===== src/rtl/utu_pkg.sv =====
// utu_pkg: shared types and helpers for the utu_param user-test unit.
// Display source encoding, button indices, hex font, one-hot decoder.
package utu_pkg;

  typedef enum logic [2:0] {
    DISP_DATA = 3'b001,
    DISP_EDIT = 3'b010,
    DISP_ADDR = 3'b100
  } disp_sel_e;

  localparam int BTN_ENT  = 0;
  localparam int BTN_DEL  = 1;
  localparam int BTN_STEP = 2;
  localparam int BTN_PRE  = 3;
  localparam int BTN_NXT  = 4;
  localparam int BTN_N    = 5;

  function automatic logic [6:0] hex2seg(
    input logic [3:0] h
  );
    logic [6:0] s;
    case (h)
      4'h0: s = 7'h01;
      4'h1: s = 7'h4F;
      4'h2: s = 7'h12;
      4'h3: s = 7'h06;
      4'h4: s = 7'h4C;
      4'h5: s = 7'h24;
      4'h6: s = 7'h20;
      4'h7: s = 7'h0F;
      4'h8: s = 7'h00;
      4'h9: s = 7'h04;
      4'hA: s = 7'h08;
      4'hB: s = 7'h60;
      4'hC: s = 7'h31;
      4'hD: s = 7'h42;
      4'hE: s = 7'h30;
      default: s = 7'h38;
    endcase
    return s;
  endfunction

  // {valid, idx}: valid only when exactly one bit is set.
  function automatic logic [4:0] onehot16_to_idx(
    input logic [15:0] v
  );
    logic [3:0] idx;
    int cnt;
    idx = '0;
    cnt = 0;
    for (int i = 0; i < 16; i++) begin
      if (v[i]) begin
        idx = 4'(i);
        cnt++;
      end
    end
    return {cnt == 1, idx};
  endfunction

endpackage


===== src/rtl/utu_debounce.sv =====
// utu_debounce: per-bit 2-FF synchroniser plus stability counter.
// RST_LOAD=1 presets everything to the raw input so reset yields no edge.
module utu_debounce #(
  parameter int W        = 1,
  parameter int DB_CYC   = 1000000,
  parameter bit RST_LOAD = 1'b0
) (
  input  logic         clk,
  input  logic         rst,
  input  logic [W-1:0] i_d,
  output logic [W-1:0] o_q
);

  localparam int CW = $clog2(DB_CYC + 1);

  logic [W-1:0] r_s1;
  logic [W-1:0] r_s2;
  logic [W-1:0] w_rst_val;

  assign w_rst_val = RST_LOAD ? i_d : '0;

  // two-stage synchroniser
  always_ff @(posedge clk) begin
    if (rst) begin
      r_s1 <= w_rst_val;
      r_s2 <= w_rst_val;
    end else begin
      r_s1 <= i_d;
      r_s2 <= r_s1;
    end
  end

  for (genvar g = 0; g < W; g++) begin : g_bit
    logic          r_q;
    logic [CW-1:0] r_cnt;

    // commit after DB_CYC consecutive differing cycles
    always_ff @(posedge clk) begin
      if (rst) begin
        r_cnt <= '0;
        r_q   <= w_rst_val[g];
      end else if (r_s2[g] == r_q) begin
        r_cnt <= '0;
      end else if (r_cnt == CW'(DB_CYC - 1)) begin
        r_cnt <= '0;
        r_q   <= r_s2[g];
      end else begin
        r_cnt <= r_cnt + CW'(1);
      end
    end

    assign o_q[g] = r_q;
  end

endmodule


===== src/rtl/utu_param.sv =====
// utu_param: debounced switch/button editor driving a DUT write port.
// Optional auto-repeat of pre/nxt when UTU_AUTOREPEAT_EN is defined.
module utu_param
  import utu_pkg::*;
#(
  parameter int DATA_W      = 32,
  parameter int ADDR_W      = 16,
  parameter int DIGITS      = 8,
  parameter int DB_CYC      = 1000000,
  parameter int SCAN_DIV    = 12500,
  parameter int ADDR_SHOW   = 100000000,
  parameter int REPEAT_DLY  = 50000000,
  parameter int REPEAT_RATE = 10000000
) (
  input  logic              clk,
  input  logic              rst,
  input  logic [15:0]       x,
  input  logic              btn_ent,
  input  logic              btn_del,
  input  logic              btn_step,
  input  logic              btn_pre,
  input  logic              btn_nxt,
  input  logic [DATA_W-1:0] tdin,
  output logic [ADDR_W-1:0] taddr,
  output logic [DATA_W-1:0] tdout,
  output logic              twe,
  output logic              step_p,
  output logic              step_stable,
  output logic [2:0]        flag,
  output logic [DIGITS-1:0] an,
  output logic [6:0]        seg
);

  localparam int TW = $clog2(ADDR_SHOW + 1);
  localparam int SW = $clog2(SCAN_DIV);
  localparam int DW = (DIGITS > 1) ? $clog2(DIGITS) : 1;
  localparam int WW = 4 * DIGITS;

  if (DATA_W % 4 != 0 || DATA_W < ADDR_W ||
      DATA_W > WW || SCAN_DIV % 4 != 0 ||
      REPEAT_DLY < 1 || REPEAT_RATE < 1) begin : g_bad
    $error("utu_param: illegal parameters");
  end

  logic [15:0]      w_sw_q;
  logic [15:0]      r_sw_prev;
  logic [BTN_N-1:0] w_btn_raw;
  logic [BTN_N-1:0] w_btn_q;
  logic [BTN_N-1:0] r_btn_prev;
  logic [BTN_N-1:0] w_btn_p;
  logic [4:0]       w_oh;
  logic             w_sw_ev;
  logic [3:0]       w_digit;

  logic [DATA_W-1:0] r_tmp;
  logic [ADDR_W-1:0] r_taddr;
  logic              r_edit;
  disp_sel_e         r_src;
  logic [TW-1:0]     r_timer;
  logic [SW-1:0]     r_div;
  logic [DW-1:0]     r_dig;

  logic w_rpt_pre;
  logic w_rpt_nxt;
  logic w_pre;
  logic w_nxt;
  logic w_do_sw;
  logic w_do_del;
  logic w_do_ent;
  logic w_do_mv;

  assign w_btn_raw = {btn_nxt, btn_pre, btn_step,
                      btn_del, btn_ent};

  utu_debounce #(
    .W(16), .DB_CYC(DB_CYC), .RST_LOAD(1'b1)
  ) u_sw_db (
    .clk(clk), .rst(rst),
    .i_d(x), .o_q(w_sw_q)
  );

  utu_debounce #(
    .W(BTN_N), .DB_CYC(DB_CYC), .RST_LOAD(1'b0)
  ) u_btn_db (
    .clk(clk), .rst(rst),
    .i_d(w_btn_raw), .o_q(w_btn_q)
  );

  // previous committed values for edge/event detection
  always_ff @(posedge clk) begin
    if (rst) begin
      r_sw_prev  <= x;
      r_btn_prev <= '0;
    end else begin
      r_sw_prev  <= w_sw_q;
      r_btn_prev <= w_btn_q;
    end
  end

  assign w_btn_p = w_btn_q & ~r_btn_prev;
  assign w_oh    = onehot16_to_idx(w_sw_q ^ r_sw_prev);
  assign w_sw_ev = w_oh[4];
  assign w_digit = w_oh[3:0];

`ifdef UTU_AUTOREPEAT_EN
  localparam int RMAX = (REPEAT_DLY > REPEAT_RATE) ?
                        REPEAT_DLY : REPEAT_RATE;
  localparam int RW = $clog2(RMAX + 1);

  logic [RW-1:0] r_rpt_cnt;
  logic          r_rpt_ph;
  logic          w_held;
  logic          w_fire;
  logic [RW-1:0] w_tgt;

  assign w_held = (w_btn_q[BTN_PRE] | w_btn_q[BTN_NXT])
                  & ~r_edit;
  assign w_tgt  = r_rpt_ph ? RW'(REPEAT_RATE) :
                             RW'(REPEAT_DLY);
  assign w_fire = w_held & (r_rpt_cnt == w_tgt);

  // hold-time counter: first delay, then repeat period
  always_ff @(posedge clk) begin
    if (rst || !w_held) begin
      r_rpt_cnt <= '0;
      r_rpt_ph  <= 1'b0;
    end else if (w_fire) begin
      r_rpt_cnt <= RW'(1);
      r_rpt_ph  <= 1'b1;
    end else begin
      r_rpt_cnt <= r_rpt_cnt + RW'(1);
    end
  end

  assign w_rpt_pre = w_fire & w_btn_q[BTN_PRE];
  assign w_rpt_nxt = w_fire & w_btn_q[BTN_NXT]
                     & ~w_btn_q[BTN_PRE];
`else
  assign w_rpt_pre = 1'b0;
  assign w_rpt_nxt = 1'b0;
`endif

  assign w_pre    = w_btn_p[BTN_PRE] | w_rpt_pre;
  assign w_nxt    = w_btn_p[BTN_NXT] | w_rpt_nxt;
  assign w_do_sw  = w_sw_ev;
  assign w_do_del = w_btn_p[BTN_DEL] & ~w_sw_ev;
  assign w_do_ent = w_btn_p[BTN_ENT] & ~w_sw_ev
                    & ~w_btn_p[BTN_DEL];
  assign w_do_mv  = (w_pre | w_nxt) & ~w_sw_ev
                    & ~w_btn_p[BTN_DEL]
                    & ~w_btn_p[BTN_ENT];

  // edit word, edit flag and address update
  always_ff @(posedge clk) begin
    if (rst) begin
      r_tmp   <= '0;
      r_taddr <= '0;
      r_edit  <= 1'b0;
    end else begin
      unique case (1'b1)
        w_do_sw: begin
          r_tmp  <= (r_tmp << 4) | DATA_W'(w_digit);
          r_edit <= 1'b1;
        end
        w_do_del: r_tmp <= r_tmp >> 4;
        w_do_ent: begin
          r_tmp   <= '0;
          r_taddr <= r_taddr + ADDR_W'(1);
          r_edit  <= 1'b0;
        end
        w_do_mv: begin
          if (r_edit) begin
            r_taddr <= r_tmp[ADDR_W-1:0];
            r_tmp   <= '0;
            r_edit  <= 1'b0;
          end else if (w_pre) begin
            r_taddr <= r_taddr - ADDR_W'(1);
          end else begin
            r_taddr <= r_taddr + ADDR_W'(1);
          end
        end
        default: ;
      endcase
    end
  end

  // display source and address-show timer
  always_ff @(posedge clk) begin
    if (rst) begin
      r_src   <= DISP_DATA;
      r_timer <= '0;
    end else begin
      unique case (1'b1)
        w_do_sw, w_do_del: begin
          r_src   <= DISP_EDIT;
          r_timer <= '0;
        end
        w_do_ent: begin
          r_src   <= DISP_DATA;
          r_timer <= '0;
        end
        w_do_mv: begin
          r_src   <= DISP_ADDR;
          r_timer <= TW'(ADDR_SHOW);
        end
        default: begin
          if (r_src == DISP_ADDR) begin
            if (r_timer <= TW'(1)) begin
              r_src   <= DISP_DATA;
              r_timer <= '0;
            end else begin
              r_timer <= r_timer - TW'(1);
            end
          end
        end
      endcase
    end
  end

  // digit slot divider and digit index
  always_ff @(posedge clk) begin
    if (rst) begin
      r_div <= '0;
      r_dig <= '0;
    end else if (r_div == SW'(SCAN_DIV - 1)) begin
      r_div <= '0;
      if (r_dig == DW'(DIGITS - 1)) r_dig <= '0;
      else r_dig <= r_dig + DW'(1);
    end else begin
      r_div <= r_div + SW'(1);
    end
  end

  logic [WW-1:0] w_word;
  logic [3:0]    w_nib;
  logic          w_blank;
  logic          w_off;

  // digit mux, blanking and font lookup
  always_comb begin
    unique case (r_src)
      DISP_EDIT: w_word = WW'(r_tmp);
      DISP_ADDR: w_word = WW'(r_taddr);
      default:   w_word = WW'(tdin);
    endcase
    w_nib   = w_word[{r_dig, 2'b00} +: 4];
    w_blank = r_div < SW'(SCAN_DIV / 4);
    if (r_src == DISP_ADDR) w_off = int'(r_dig) >= ADDR_W / 4;
    else w_off = int'(r_dig) >= DATA_W / 4;
    an  = '1;
    seg = 7'h7F;
    if (!w_blank) begin
      an = ~(DIGITS'(1) << r_dig);
      if (!w_off) seg = hex2seg(w_nib);
    end
  end

  assign taddr       = r_taddr;
  assign tdout       = r_tmp;
  assign twe         = w_do_ent;
  assign step_p      = w_btn_p[BTN_STEP];
  assign step_stable = w_btn_q[BTN_STEP];
  assign flag        = r_src;

endmodule

===== config.mk =====
export PLATFORM = sky130hd
export DESIGN_NAME = utu_param
export DESIGN_NICKNAME = d
export VERILOG_FILES = /design/src/rtl/utu_pkg.sv /design/src/rtl/utu_debounce.sv /design/src/rtl/utu_param.sv
export SDC_FILE = /design/constraint.sdc
export NUM_CORES = 1
export LEC_CHECK = 0
export ABC_AREA = 1
export CAP_MARGIN = 20
export CORE_MARGIN = 3
export CORE_UTILIZATION = 50
export DETAILED_ROUTE_END_ITERATION = 10
export HOLD_SLACK_MARGIN = 0.02
export PLACE_DENSITY_LB_ADDON = 0.15
export SYNTH_ARGS = -nofsm -noshare
export SYNTH_HDL_FRONTEND = slang
export SYNTH_SLANG_ARGS = --single-unit

===== constraint.sdc =====
create_clock -name clk -period 12.3 [get_ports clk]
set_input_delay 2.46 -clock clk [delete_from_list [all_inputs] [get_ports clk]]
set_output_delay 2.46 -clock clk [all_outputs]
set_load 0.005 [all_outputs]

==> out/results.md <==
| Metric | Reported | Unit |
| --- | --- | --- |
| Post-synth top area share | 39.1 | % |
| Root buf cell | clkbuf_16 | - |
| Run status | finished clean | - |
| Number of buffers added by the clock tree synthesis step | 67 | - |
| Crit-path most repeated cell | nand2_1 | - |
| Wire length on met1 | 31.6 | mm |
| Ratio of total power to cell area | 162 | mW/mm² |
| CP top delay family | adder cells | - |
| Register clock-pin slew on the reported worst setup and hold paths | 60 | ps |
| Slew HR | 31.2 | % |
| EDFF count, synth | 16 | - |
| Final clock skew | 23.9 | ps |
| Mean number of vias per cell | 5.09 | - |
| Area added between synthesis and finish | 14.3 | % |
| Delay contributed by the slowest stage of the critical path | 450 | ps |
| Top metal layer carrying routed signals | met4 | - |
| GRT Residual Overflow | 0 | - |
| Type of the worst min-delay path | reg2reg | - |
| Detailed-route wire length per cell | 12.3 | µm |
| Top cells by instance count after synthesis | 806 x nand2_1, 619 x nor2_1, 593 x inv_1 | - |
| Number of clock sinks | 600 | - |
| Average size of a mapped cell | 7.02 | µm² |
| Crit path depth | 53 | - |
| CTS H-Tree Depth | 3 | - |
| Worst skew pair latency | 600 | ps |
| Iteration-0 DRC count of the detailed router | 1632 | - |
| Combined area of all synthesized cells | 0.0299 | mm² |
| Number of hold violations in the final report | 0 | - |
| Clock period minus worst slack | 11530 | ps |
| Combined buffer and inverter count along the critical path | 4 | - |
| Die Height | 251 | µm |
| Number of endpoints failing setup at the final stage | 0 | - |
| Count of cells along the worst register-to-register path | 57 | - |
| Rows | 89 | - |
| Syn nets | 4375 | - |
| Effective utilization at floorplan | 50.6 | % |
| Total leakage power | 13.1 | nW |
| Synthesized instance count | 4267 | - |
| Layout Cell Area excl Fill | 0.0342 | mm² |
| Total design power | 0.00554 | W |
| Detailed Place HPWL | 44.9 | mm |
| Flip-flop and latch area | 0.0122 | mm² |
| Highest net fanout along the worst path | 8 | - |
| Share of the cycle needed by the critical path after routing | 93.7 | % |
| Number of cells traversed by the worst hold path | 2 | - |
| Core area | 0.0591 | mm² |
| Maximum clock insertion buffer count | 3 | - |
| Initial antenna violation count | 0 | - |
| DRC errors left | 0 | - |
| Hold_buf cts | 0 | - |
| Critical path startpoint category | flop | - |
| First-pass GRT wire length | 109 | mm |
| Final antenna diode count | 0 | - |
| Most area-hungry cell type in the Yosys netlist | dfxtp_1 | - |
| Max-capacitance violation count | 0 | - |
| Horizontal die dimension | 251 | µm |
| Via count | 26500 | - |
| Post-synthesis cell type count | 61 | - |
| Core utilization of the finished layout | 57.8 | % |
| Worst Path Required | 9840 | ps |
| Iteration count of the initial detailed-routing pass | 5 | - |
| Count of filler cells inserted in the layout | 5536 | - |
| Via count of the first global-routing pass | 23600 | - |
| Final weighted congestion in routability-driven placement | 0.877 | - |
| Layout net count | 4491 | - |
| I/O Buffers | 123 | - |
| Layout cells sized above 1 | 5.93 | % |
| Area occupied by multi-input gates | 0.0151 | mm² |
| Total met3 wirelength after detailed routing | 3.22 | mm |
| TNS Setup | 0 | ps |
| Kind of end point of the critical path | output pin | - |
| Post-synthesis sequential element count | 600 | - |
| Max IR drop VDD | 115 | µV |
| Async set or reset register ratio after synthesis | 0 | % |
| Maximum number of pins on one net before global-route repair | 68 | - |
| Count of antenna-violating nets left after detailed routing | 0 | - |
| Syn. warnings | 0 | - |
| Worst Max-Slew Pin Slew | 1030 | ps |
| Arrival time worst endpoint | 9070 | ps |
| Max Transition Viols Final | 0 | - |
| F_max | 0.0867 | GHz |
| WL met2 | 27.8 | mm |
| Dominant cell by count in the synthesized netlist | nand2_1 | - |
| Dominant cells by area after synthesis | dfxtp_1 39%, nand2_1 10%, nor2_1 7.8% | - |
| Fraction of the yosys area taken by sequential cells | 40.7 | % |
| Clock tree from TritonCTS | done | - |
| Die area | 0.0628 | mm² |
| Post-DP Area | 0.0318 | mm² |
| Critical-path cell with the highest stage delay | edfxtp_1 | - |
| Classification of the worst setup path | reg2out | - |
| Sum of routed wire length over all layers | 64.0 | mm |
| Number of top-level pins | 124 | - |
| Dominant register cell in the synthesized netlist | dfxtp_1 | - |
| Aggregate global-route resource usage | 20.0 | % |
[through the flow]
stage	setup slack, ps	hold slack [ps]	instances
3_3_place_gp	1310	393	5077
2_1_floorplan	2280	388	4267
3_5_place_dp	1110	396	5077
4_1_cts	424	408	5197
6_report	772	401	5207
5_1_grt	-30.4	418	5207
[state kept, by name, summed over array words and instances (netlist names)]
name,count
flag,3
u_sw_db.r_s2,16
u_sw_db.r_s1,16
r_edit,1
r_timer,27
r_btn_prev,5
r_div,14
taddr,16
u_btn_db.g_bit.r_cnt,100
tdout,32
u_btn_db.r_s1,5
u_sw_db.g_bit.r_cnt,320
u_sw_db.g_bit.r_q,16
u_btn_db.g_bit.r_q,5
u_btn_db.r_s2,5
r_sw_prev,16
r_dig,3
[timing repair]
item	CTS	global route
setup endpoints to repair	0	1
buffers inserted	0	8
resized for setup	0	9
[cells by family after synthesis]
| family | count (synthesis) | share of synthesized area [%] |
|---|---|---|
| buffers and inverters | 704 | 9.06 |
| DFF | 600 | 40.7 |
| and+or+nand+nor | 2232 | 33.9 |
| xor gates and xnor gates | 123 | 3.62 |
| adders and majority gates | 53 | 2.22 |
| AOI/OAI and AO/OA | 555 | 10.6 |
[where the power goes]
part / switching, W / internal (W) / total [W]
clock network: 0.000817 / 0.00126 / 0.00208
registers: 0.000109 / 0.00206 / 0.00216
logic: 0.000812 / 0.000488 / 0.00130
[placed cells by master (no fill, tap or decap), drive strengths merged, types with 2 or more instances in the layout]
cell type | Yosys | final
o311ai | 13 | 13
buf | 16 | 18
a32oi | 2 | 2
and3 | 14 | 14
a21oi | 234 | 234
nand2 | 848 | 848
nand4 | 84 | 84
nor3b | 98 | 98
edfxtp | 16 | 16
clkinvlp | 0 | 4
clkinv | 5 | 18
clkdlybuf4s50 | 0 | 122
o211ai | 26 | 26
o22ai | 8 | 8
bufinv | 0 | 8
or2 | 35 | 35
o31ai | 3 | 3
nand3b | 8 | 8
nor3 | 211 | 211
a31oi | 15 | 15
o2111ai | 5 | 5
xor2 | 76 | 76
o21ai | 184 | 184
o21bai | 4 | 4
nor4 | 59 | 59
xnor2 | 47 | 47
a211oi | 23 | 23
nand3 | 246 | 246
nor2 | 627 | 627
inv | 606 | 610
clkbuf | 77 | 91
ha | 53 | 53
a221oi | 4 | 4
o21a | 25 | 25
dfxtp | 584 | 584
[worst min-delay path, stage by stage (launching register included)]
cell and delay (ps):
dfxtp_1 290, inv_1 40, nor2_1 30
[area by class of cell]
cell class | instances | share of cell area (%)
Tap cell | 773 | 2.83
Inverter | 611 | 6.73
Clock buffer | 91 | 5.58
Timing Repair Buffer | 140 | 3.97
Clock inverter | 29 | 1.18
Multi-Input combinational cell | 2963 | 44.1
Sequential cell | 600 | 35.6
[path summary, 6_finish.rpt]
kind	start	to	slack, ps
worst max register to register	u_sw_db.g_bit[1].r_q$_DFFE_PP_	tdout[24]$_SDFFE_PP0P_	3100
worst min register to register	u_btn_db.r_s1[4]$_SDFF_PP0_	u_btn_db.r_s2[4]$_SDFF_PP0_	400
worst max-delay path	u_sw_db.g_bit[1].r_q$_DFFE_PP_	twe	770
worst min-delay path	u_btn_db.r_s1[4]$_SDFF_PP0_	u_btn_db.r_s2[4]$_SDFF_PP0_	400
[layer usage]
layer  up-vias  global-route usage [%]
li1      14200                       -
met5         -                       0
met1     11800                    27.6
met3        93                    3.42
met4         0                    5.73
met2       442                    32.2
No activity file was read; power rests on OpenSTA's default activity.
